File: config.mk
export PLATFORM = sky130hd
export DESIGN_NAME = peripheral_noc_packetizer_flat
export DESIGN_NICKNAME = d
export VERILOG_FILES = /design/src/rtl/peripheral_noc_packetizer_if.sv /design/src/rtl/peripheral_noc_packetizer.sv /design/src/flat_wrapper.sv
export SDC_FILE = /design/constraint.sdc
export NUM_CORES = 1
export LEC_CHECK = 0
export CAP_MARGIN = 20
export CORE_ASPECT_RATIO = 0.7
export CORE_UTILIZATION = 46
export CTS_CLUSTER_DIAMETER = 80
export DETAILED_ROUTE_END_ITERATION = 7
export PLACE_DENSITY = 0.86
export SLEW_MARGIN = 10
export SYNTH_ARGS = -nofsm -noshare
export SYNTH_HDL_FRONTEND = slang
export SYNTH_SLANG_ARGS = --single-unit
File: constraint.sdc
create_clock -name clk -period 3.9 [get_ports clk]
set_input_delay 0.585 -clock clk [delete_from_list [all_inputs] [get_ports clk]]
set_output_delay 0.585 -clock clk [all_outputs]
set_load 0.1 [all_outputs]
File: src/rtl/peripheral_noc_packetizer_if.sv
// Request, payload and NoC-injection signals for one packetizer slot.
// slave is the packetizer's view; master is the view of whatever drives it.
interface peripheral_noc_packetizer_if #(
  parameter int FLIT_WIDTH = 34,
  parameter int DEST_WIDTH = 4,
  parameter int LEN_WIDTH  = 4
);
  logic                  req_valid;
  logic                  req_ready;
  logic [DEST_WIDTH-1:0] req_dest;
  logic [2:0]            req_class;
  logic [LEN_WIDTH-1:0]  req_len;

  logic [FLIT_WIDTH-1:0] data_in;
  logic                  data_valid;
  logic                  data_ready;

  logic [FLIT_WIDTH-1:0] out_flit;
  logic                  out_last;
  logic                  out_valid;
  logic                  out_ready;

  logic                  err_len;
  logic [15:0]           pkt_count;

  modport slave (
    input  req_valid, req_dest, req_class, req_len,
    input  data_in, data_valid,
    input  out_ready,
    output req_ready, data_ready,
    output out_flit, out_last, out_valid,
    output err_len, pkt_count
  );

  modport master (
    output req_valid, req_dest, req_class, req_len,
    output data_in, data_valid,
    output out_ready,
    input  req_ready, data_ready,
    input  out_flit, out_last, out_valid,
    input  err_len, pkt_count
  );
endinterface

File: src/rtl/peripheral_noc_packetizer.sv
// NoC injection packetizer: header flit from a request, then the payload words,
// through a single registered output stage that sustains one flit per cycle.
module peripheral_noc_packetizer #(
  parameter int FLIT_WIDTH  = 34,
  parameter int DEST_WIDTH  = 4,
  parameter int NODE_ID     = 0,
  parameter int MAX_PAYLOAD = 8,
  parameter int LEN_WIDTH   = 4
) (
  input  logic                          clk,
  input  logic                          rst,
  peripheral_noc_packetizer_if.slave    bus
);

  localparam logic [LEN_WIDTH-1:0]  MaxLen   = LEN_WIDTH'(MAX_PAYLOAD);
  localparam logic [DEST_WIDTH-1:0] NodeAddr = DEST_WIDTH'(NODE_ID);
  localparam int                    ClassLsb = FLIT_WIDTH - DEST_WIDTH - 3;
  localparam int                    NodeLsb  = ClassLsb - DEST_WIDTH;

  typedef enum logic {
    S_IDLE,
    S_PAYLOAD
  } state_e;

  state_e                state_q, state_d;
  logic [FLIT_WIDTH-1:0] flit_q, flit_d;
  logic                  last_q, last_d;
  logic                  valid_q, valid_d;
  logic                  err_q, err_d;
  logic [15:0]           pkt_q, pkt_d;
  logic [LEN_WIDTH-1:0]  count_q, count_d;

  logic                  load_ok;
  logic                  req_fire;
  logic                  data_fire;
  logic                  len_over;
  logic                  final_word;
  logic [LEN_WIDTH-1:0]  len_c;
  logic [FLIT_WIDTH-1:0] header;

  // The output register may take a new flit when empty or emptying this cycle.
  assign load_ok    = !valid_q || bus.out_ready;
  assign req_fire   = bus.req_valid && bus.req_ready;
  assign data_fire  = bus.data_valid && bus.data_ready;
  assign len_over   = bus.req_len > MaxLen;
  assign len_c      = len_over ? MaxLen : bus.req_len;
  assign final_word = count_q == LEN_WIDTH'(1);

  always_comb begin
    header                               = '0;
    header[FLIT_WIDTH-1 -: DEST_WIDTH]   = bus.req_dest;
    header[ClassLsb +: 3]                = bus.req_class;
    header[NodeLsb +: DEST_WIDTH]        = NodeAddr;
    header[LEN_WIDTH-1:0]                = len_c;
  end

  // State register
  always_ff @(posedge clk or negedge rst) begin
    if (!rst) begin
      state_q <= S_IDLE;
    end else begin
      state_q <= state_d;
    end
  end

  // Next-state logic
  always_comb begin
    state_d = state_q;
    case (state_q)
      S_IDLE: begin
        if (req_fire && (len_c != '0)) begin
          state_d = S_PAYLOAD;
        end
      end
      S_PAYLOAD: begin
        if (data_fire && final_word) begin
          state_d = S_IDLE;
        end
      end
    endcase
  end

  // Handshake outputs
  always_comb begin
    bus.req_ready  = 1'b0;
    bus.data_ready = 1'b0;
    case (state_q)
      S_IDLE:    bus.req_ready  = load_ok;
      S_PAYLOAD: bus.data_ready = load_ok;
    endcase
  end

  always_comb begin
    flit_d  = flit_q;
    last_d  = last_q;
    valid_d = valid_q;
    count_d = count_q;
    err_d   = 1'b0;
    pkt_d   = pkt_q;

    if (valid_q && bus.out_ready && last_q) begin
      pkt_d = pkt_q + 16'd1;
    end

    if (load_ok) begin
      valid_d = 1'b0;
    end

    if (req_fire) begin
      flit_d  = header;
      last_d  = (len_c == '0);
      valid_d = 1'b1;
      count_d = len_c;
      err_d   = len_over;
    end else if (data_fire) begin
      flit_d  = bus.data_in;
      last_d  = final_word;
      valid_d = 1'b1;
      count_d = count_q - LEN_WIDTH'(1);
    end
  end

  always_ff @(posedge clk or negedge rst) begin
    if (!rst) begin
      flit_q  <= '0;
      last_q  <= 1'b0;
      valid_q <= 1'b0;
      count_q <= '0;
      err_q   <= 1'b0;
      pkt_q   <= '0;
    end else begin
      flit_q  <= flit_d;
      last_q  <= last_d;
      valid_q <= valid_d;
      count_q <= count_d;
      err_q   <= err_d;
      pkt_q   <= pkt_d;
    end
  end

  assign bus.out_flit  = flit_q;
  assign bus.out_last  = last_q;
  assign bus.out_valid = valid_q;
  assign bus.err_len   = err_q;
  assign bus.pkt_count = pkt_q;

endmodule

File: src/flat_wrapper.sv
// flat-port wrapper written by rule: the top's interface ports become plain ports
module peripheral_noc_packetizer_flat 
#(
  parameter int FLIT_WIDTH  = 34,
  parameter int DEST_WIDTH  = 4,
  parameter int NODE_ID     = 0,
  parameter int MAX_PAYLOAD = 8,
  parameter int LEN_WIDTH   = 4
)
  (clk, rst, bus_req_valid, bus_req_dest, bus_req_class, bus_req_len, bus_data_in, bus_data_valid, bus_out_ready, bus_req_ready, bus_data_ready, bus_out_flit, bus_out_last, bus_out_valid, bus_err_len, bus_pkt_count);
  peripheral_noc_packetizer_if #(.FLIT_WIDTH(FLIT_WIDTH), .DEST_WIDTH(DEST_WIDTH), .LEN_WIDTH(LEN_WIDTH)) bus_i ();
  input  logic clk;
  input  logic rst;
  input wire logic [$bits(bus_i.req_valid)-1:0] bus_req_valid;
  input wire logic [$bits(bus_i.req_dest)-1:0] bus_req_dest;
  input wire logic [$bits(bus_i.req_class)-1:0] bus_req_class;
  input wire logic [$bits(bus_i.req_len)-1:0] bus_req_len;
  input wire logic [$bits(bus_i.data_in)-1:0] bus_data_in;
  input wire logic [$bits(bus_i.data_valid)-1:0] bus_data_valid;
  input wire logic [$bits(bus_i.out_ready)-1:0] bus_out_ready;
  output wire logic [$bits(bus_i.req_ready)-1:0] bus_req_ready;
  output wire logic [$bits(bus_i.data_ready)-1:0] bus_data_ready;
  output wire logic [$bits(bus_i.out_flit)-1:0] bus_out_flit;
  output wire logic [$bits(bus_i.out_last)-1:0] bus_out_last;
  output wire logic [$bits(bus_i.out_valid)-1:0] bus_out_valid;
  output wire logic [$bits(bus_i.err_len)-1:0] bus_err_len;
  output wire logic [$bits(bus_i.pkt_count)-1:0] bus_pkt_count;
  assign bus_i.req_valid = bus_req_valid;
  assign bus_i.req_dest = bus_req_dest;
  assign bus_i.req_class = bus_req_class;
  assign bus_i.req_len = bus_req_len;
  assign bus_i.data_in = bus_data_in;
  assign bus_i.data_valid = bus_data_valid;
  assign bus_i.out_ready = bus_out_ready;
  assign bus_req_ready = bus_i.req_ready;
  assign bus_data_ready = bus_i.data_ready;
  assign bus_out_flit = bus_i.out_flit;
  assign bus_out_last = bus_i.out_last;
  assign bus_out_valid = bus_i.out_valid;
  assign bus_err_len = bus_i.err_len;
  assign bus_pkt_count = bus_i.pkt_count;
  peripheral_noc_packetizer #(.FLIT_WIDTH(FLIT_WIDTH), .DEST_WIDTH(DEST_WIDTH), .NODE_ID(NODE_ID), .MAX_PAYLOAD(MAX_PAYLOAD), .LEN_WIDTH(LEN_WIDTH)) u_core (.clk(clk), .rst(rst), .bus(bus_i));
endmodule
==> results of run 1 <==
worst paths after layout:
check | startpoint | to | slack [ps] | depth (start not counted)
setup / recovery | bus_out_ready | bus_req_ready | 1130 | 4
hold / removal | rst | u_core.bus.out_flit[1] | 320 | 1
setup reg to reg | u_core.bus.out_valid | u_core.bus.out_flit[23] | 1960 | 3
hold reg to reg | u_core.bus.pkt_count[15] | u_core.bus.pkt_count[15] | 470 | 1
max in group asynchronous | rst | u_core.bus.pkt_count[15] | 2790 | 2
min in group clk | u_core.bus.pkt_count[15] | u_core.bus.pkt_count[15] | 470 | 1
state kept, by name, indices dropped and copies added, names as in the netlist:
register / count
u_core.bus.out_flit: 34
u_core.bus.pkt_count: 16
u_core.count_q: 4
u_core.bus.err_len: 1
u_core.bus.out_last: 1
u_core.bus.out_valid: 1
u_core.state_q: 1
Yosys cell counts, types with 2 or more instances:
| cell type | number |
|---|---|
| nor2_1 | 8 |
| a22oi_1 | 2 |
| a22o_1 | 24 |
| nor2b_1 | 2 |
| a21oi_1 | 6 |
| buf_2 | 7 |
| dfrtp_1 | 58 |
| mux2i_1 | 7 |
| nand2b_1 | 2 |
| and2_1 | 2 |
| nor3_1 | 2 |
| o21ai_1 | 12 |
| nand3_1 | 10 |
| inv_1 | 3 |
| and3_1 | 5 |
| xor2_1 | 4 |
| nand2_1 | 24 |
| ha_1 | 3 |
| xnor2_1 | 12 |
layout make-up:
cell class / count / area, um^2
clock inverters: 5 / 78.83
clock buffers: 10 / 137.6
flip-flops and latches: 58 / 1451
multi-input cells: 141 / 979.7
fillers: 351 / 1181
inverters: 3 / 11.26
repair buffers: 106 / 1066
well taps: 69 / 86.33
stage by stage:
| step | std cells | utilization (%) | hold slack (ps) |
|---|---|---|---|
| after floorplan | 211 | - | 289.4 |
| after global placement | 376 | 71.45 | 459.6 |
| after detailed placement | 376 | 71.45 | 467.2 |
| after CTS | 391 | 75.79 | 342.1 |
| after global routing | 392 | 76.34 | 384.6 |
| final | 392 | 76.34 | 323.7 |
kinds of logic after synthesis:
family / Yosys count / share of synthesized area, %
AO/OA/AOI/OAI: 52 / 15.18
multiplexers: 7 / 2.816
AND/OR/NAND/NOR: 63 / 13.93
XOR/XNOR: 16 / 5.631
adder cells (fa/ha/maj): 3 / 1.508
flip-flops: 58 / 58.32
buffers and inverters: 12 / 2.614
worst max-delay path, cell delays in order:
cell and delay [ps]:
clkdlybuf4s50_1 490, nor2b_1 740, nor2_1 90, buf_4 270
metal layers:
| layer | share of wire [%] | track usage (%) |
|---|---|---|
| met1 | 47 | 29.28 |
| met3 | 5.1 | 5.193 |
| met2 | 46 | 35.19 |
| met5 | 0 | 0 |
| met4 | 1.5 | 9.677 |
==> run_results.csv, run 1 <==
group,metric,value,unit
status,outcome,"complete, no violations",
place,routabilityCongestion,0.8037,
logic_synthesis,yosysWarnings,0,
cells_and_area,nNetsFinal,372,
die,rows,21,
detailed_routing,drt_iter0_drc,82,
logic_synthesis,synth_area_leaders,"dfrtp_1 (58%), a22o_1 (8.4%), xnor2_1 (4.2%)",
grt,grt_max_degree,46,
worst_setup_path,setup.worst_path.end_class,"output port",
grt,antenna_found_initial,0,
detailed_routing,drt-vias-per-instance,5.173,
sta,final.min_clock_period,2771,ps
clock_network,cts_setup_buffers,0,
clock_network,cts_max_level,3,
die,die_area,5713,um^2
clock_network,ctsHoldBuffers,0,
grt,grt_util_all_layers,22.16,%
die,die_y,63.54,um
hold_path,hold_path.class,"input port to asynchronous set/reset pin",
cells_and_area,layout_commonest_cell,"clkdlybuf4s50_1",
logic_synthesis,ys_ff_latch,58,
sta,final.setup.worst_slack,1129,ps
sta,finalSetupTns,0,ps
sta,finalSetupViolCount,0,
clock_network,cts_sinks,58,
worst_setup_path,start_kind,"input port",
logic_synthesis,syn_inst,211,
die,start_util,49.85,%
sta,max_freq,360.9,MHz
grt,grt_pass1_vias,2026,
die,coreArea,4992,um^2
detailed_routing,vias,2028,
sta,fin_worst_skew,5.232,ps
logic_synthesis,synth_area_leader_cell,"dfrtp_1",
worst_setup_path,cp_max_fo,6,
clock_network,clk_latency,330,ps
sta,fin_crit_sh,71.04,%
sta,slew_violations,0,
logic_synthesis,ys_seq_area_share,58.32,%
cells_and_area,final_cell_area,3811,um^2
cells_and_area,drive_gt1_share,8.669,%
die,die_width,89.91,um
clock_network,ctsResizeCount,0,
cells_and_area,final_cell_mix,"clkdlybuf4s50_1 (101), dfrtp_1 (58), nand2_1 (24), a22o_1 (24)",
logic_synthesis,netlist_area,2489,um^2
sta,tightest_slew,990.5,ps
detailed_routing,finalWirelength,6017,um
worst_setup_path,cp.arrival,2190,ps
run,drv_cap,0,
worst_setup_path,crit_required,3310,ps
logic_synthesis,synth.avg_cell_area,11.79,um^2
place,place_area,3567,um^2
place,io_buffers,104,
sta,timing_hold_violations_final,0,
detailed_routing,drtAntennaViolNets,0,
place,dp_hpwl,4209,um
clock_network,root_buffer,"clkbuf_8",
clock_network,clockBufferDepth,2,
worst_setup_path,crit_type,"input port to output port",
logic_synthesis,synth_enable_flop_cells,0,
clock_network,cts_buffers,9,
logic_synthesis,ys.flop_type,"dfrtp_1",
clock_network,cts.reportedPaths.clkPinSlew,70,ps
die,io_pins,105,
cells_and_area,antennaDiodeCount,0,
sta,slew-limit-headroom,33.76,%
grt,grt_pass1_wl,9708,um
detailed_routing,wl_per_cell,15.35,um
place,post-place-ws,1165,ps
cells_and_area,syn_to_final_growth,53.14,%
clock_network,cts_tree,"done",
detailed_routing,drtPass1Iterations,4,
grt,grt_remaining_overflow,0,
sta,rsz0062_at_grt,"false",
logic_synthesis,postSynth.asyncResetShare,100.0,%
logic_synthesis,synth.distinct_cells,37,
logic_synthesis,synth_top_area_share,58.32,%
detailed_routing,drc_errors,0,
logic_synthesis,syn_nets,264,
Power of run 1 is not shown: default switching activity piles up to over one toggle a cycle in this logic, so the estimate is an artifact.
==> inputs of run 2 (changes only) <==
Settings changed: CORE_UTILIZATION 46 to 42, PLACE_DENSITY 0.86 to 0.79.
Clock period 3.9 ns to 2.8 ns, I/O delays scaled along.
==> run 2 against run 1 <==
Final cell count grew 2.3%. Critical path depth is the same. Routed wire length shrank 2.8%. Hold slack lost 280 ps. Clock skew grew 1.6 ps. Core utilization shrank 12 points. Clock-buffer cell count grew 1.
==> run_results.csv, run 2 (same netlist as run 1, synthesis figures left out) <==
group,metric,value,unit
clock_network,root_buffer,"clkbuf_8",
clock_network,cts_setup_buffers,0,
clock_network,cts_buffers,9,
worst_setup_path,crit_type,"input port to output port",
run,drv_cap,0,
grt,grt_max_degree,37,
cells_and_area,syn_to_final_growth,49.12,%
sta,slew_violations,0,
clock_network,clockBufferDepth,2,
sta,final.setup.worst_slack,691.6,ps
sta,max_freq,474.3,MHz
detailed_routing,drt_iter0_drc,86,
worst_setup_path,crit_required,2380,ps
clock_network,cts.reportedPaths.clkPinSlew,70,ps
sta,fin_crit_sh,75.30,%
cells_and_area,drive_gt1_share,25.77,%
die,die_width,94.01,um
cells_and_area,final_core_util,64.80,%
cells_and_area,final_cell_mix,"dfrtp_1 (58), buf_4 (57), clkdlybuf4s50_1 (48), nand2_1 (24), a22o_1 (24)",
clock_network,cts_max_level,3,
grt,grt_pass1_wl,9232,um
worst_setup_path,start_kind,"input port",
die,start_util,43.46,%
status,outcome,"complete, no violations",
detailed_routing,drtPass1Iterations,6,
detailed_routing,finalWirelength,5846,um
sta,finalSetupViolCount,0,
detailed_routing,vias,1988,
cells_and_area,register_area,1451,um^2
place,routabilityCongestion,0.7658,
clock_network,clk_latency,330,ps
die,rows,23,
sta,final.min_clock_period,2108,ps
cells_and_area,multiInputGateArea,982.2,um^2
clock_network,ctsHoldBuffers,0,
die,io_pins,105,
place,io_buffers,104,
clock_network,cts_sinks,58,
sta,finalSetupTns,0,ps
cells_and_area,fillCellCount,474,
place,post-place-ws,611.5,ps
cells_and_area,final_cells,401,
die,die_area,6242,um^2
hold_path,hold_path.class,"input port to asynchronous set/reset pin",
grt,grt_remaining_overflow,0,
grt,grt_util_all_layers,20.06,%
cells_and_area,nNetsFinal,374,
worst_setup_path,cp.arrival,1690,ps
grt,grt_pass1_vias,1963,
cells_and_area,layout_commonest_cell,"dfrtp_1",
sta,tightest_slew,606.2,ps
cells_and_area,largest_reg_flops,34,
detailed_routing,drt-vias-per-instance,4.958,
worst_setup_path,cp_max_fo,7,
sta,slew-limit-headroom,59.43,%
sta,timing_hold_violations_final,0,
clock_network,cts_tree,"done",
place,dp_hpwl,4297,um
cells_and_area,antennaDiodeCount,0,
detailed_routing,drc_errors,0,
die,die_y,66.41,um
grt,antenna_found_initial,0,
sta,rsz0062_at_grt,"false",
clock_network,ctsResizeCount,0,
worst_setup_path,setup.worst_path.end_class,"output port",
detailed_routing,drtAntennaViolNets,0,
detailed_routing,wl_per_cell,14.58,um
die,coreArea,5727,um^2
sta,fin_worst_skew,6.864,ps
place,place_inst,385,
[run 2: final timing paths]
check                                    startpoint                       end  slack (ps)  cells after the start
setup / recovery                      bus_out_ready            bus_data_ready         690                      4
hold / removal                                  rst   u_core.bus.out_flit[10]          40                      1
setup reg to reg                     u_core.state_q    u_core.bus.out_flit[3]        1020                      5
hold reg to reg            u_core.bus.pkt_count[15]  u_core.bus.pkt_count[15]         480                      1
max in group asynchronous                       rst   u_core.bus.pkt_count[6]        1910                      2
min in group clk           u_core.bus.pkt_count[15]  u_core.bus.pkt_count[15]         480                      1
[run 2: layout make-up]
cell class	count	share of cell area [%]
clock inverter	5	2.090
inverter	3	0.3034
tap	75	2.529
sequential	58	39.11
multi-input combinational	141	26.47
timing repair buffer	108	25.69
clock buffer	11	3.810
[run 2: critical path, cell delays in order]
cell             delay [ps]
clkdlybuf4s50_1         540
nand2b_1                310
and2_1                  230
buf_12                  180
[run 2: per-layer routing]
metal | part of all wire, % | vias up | GRT usage, %
met5 | 0 | - | 0
met3 | 6.3 | 12 | 6.667
li1 | - | 969 | -
met2 | 45 | 78 | 31.57
met1 | 47 | 929 | 25.22
met4 | 2.1 | 0 | 8.846
[run 2: per-stage QoR]
step | instance area [um^2] | hold WS (ps)
floorplan | 2491 | 124.4
finish | 3711 | 41.82
global route | 3711 | 67.12
CTS | 3711 | 39.94
detailed placement | 3492 | 407.8
global placement | 3492 | 400.7
Power of run 2 is left out for the same reason.
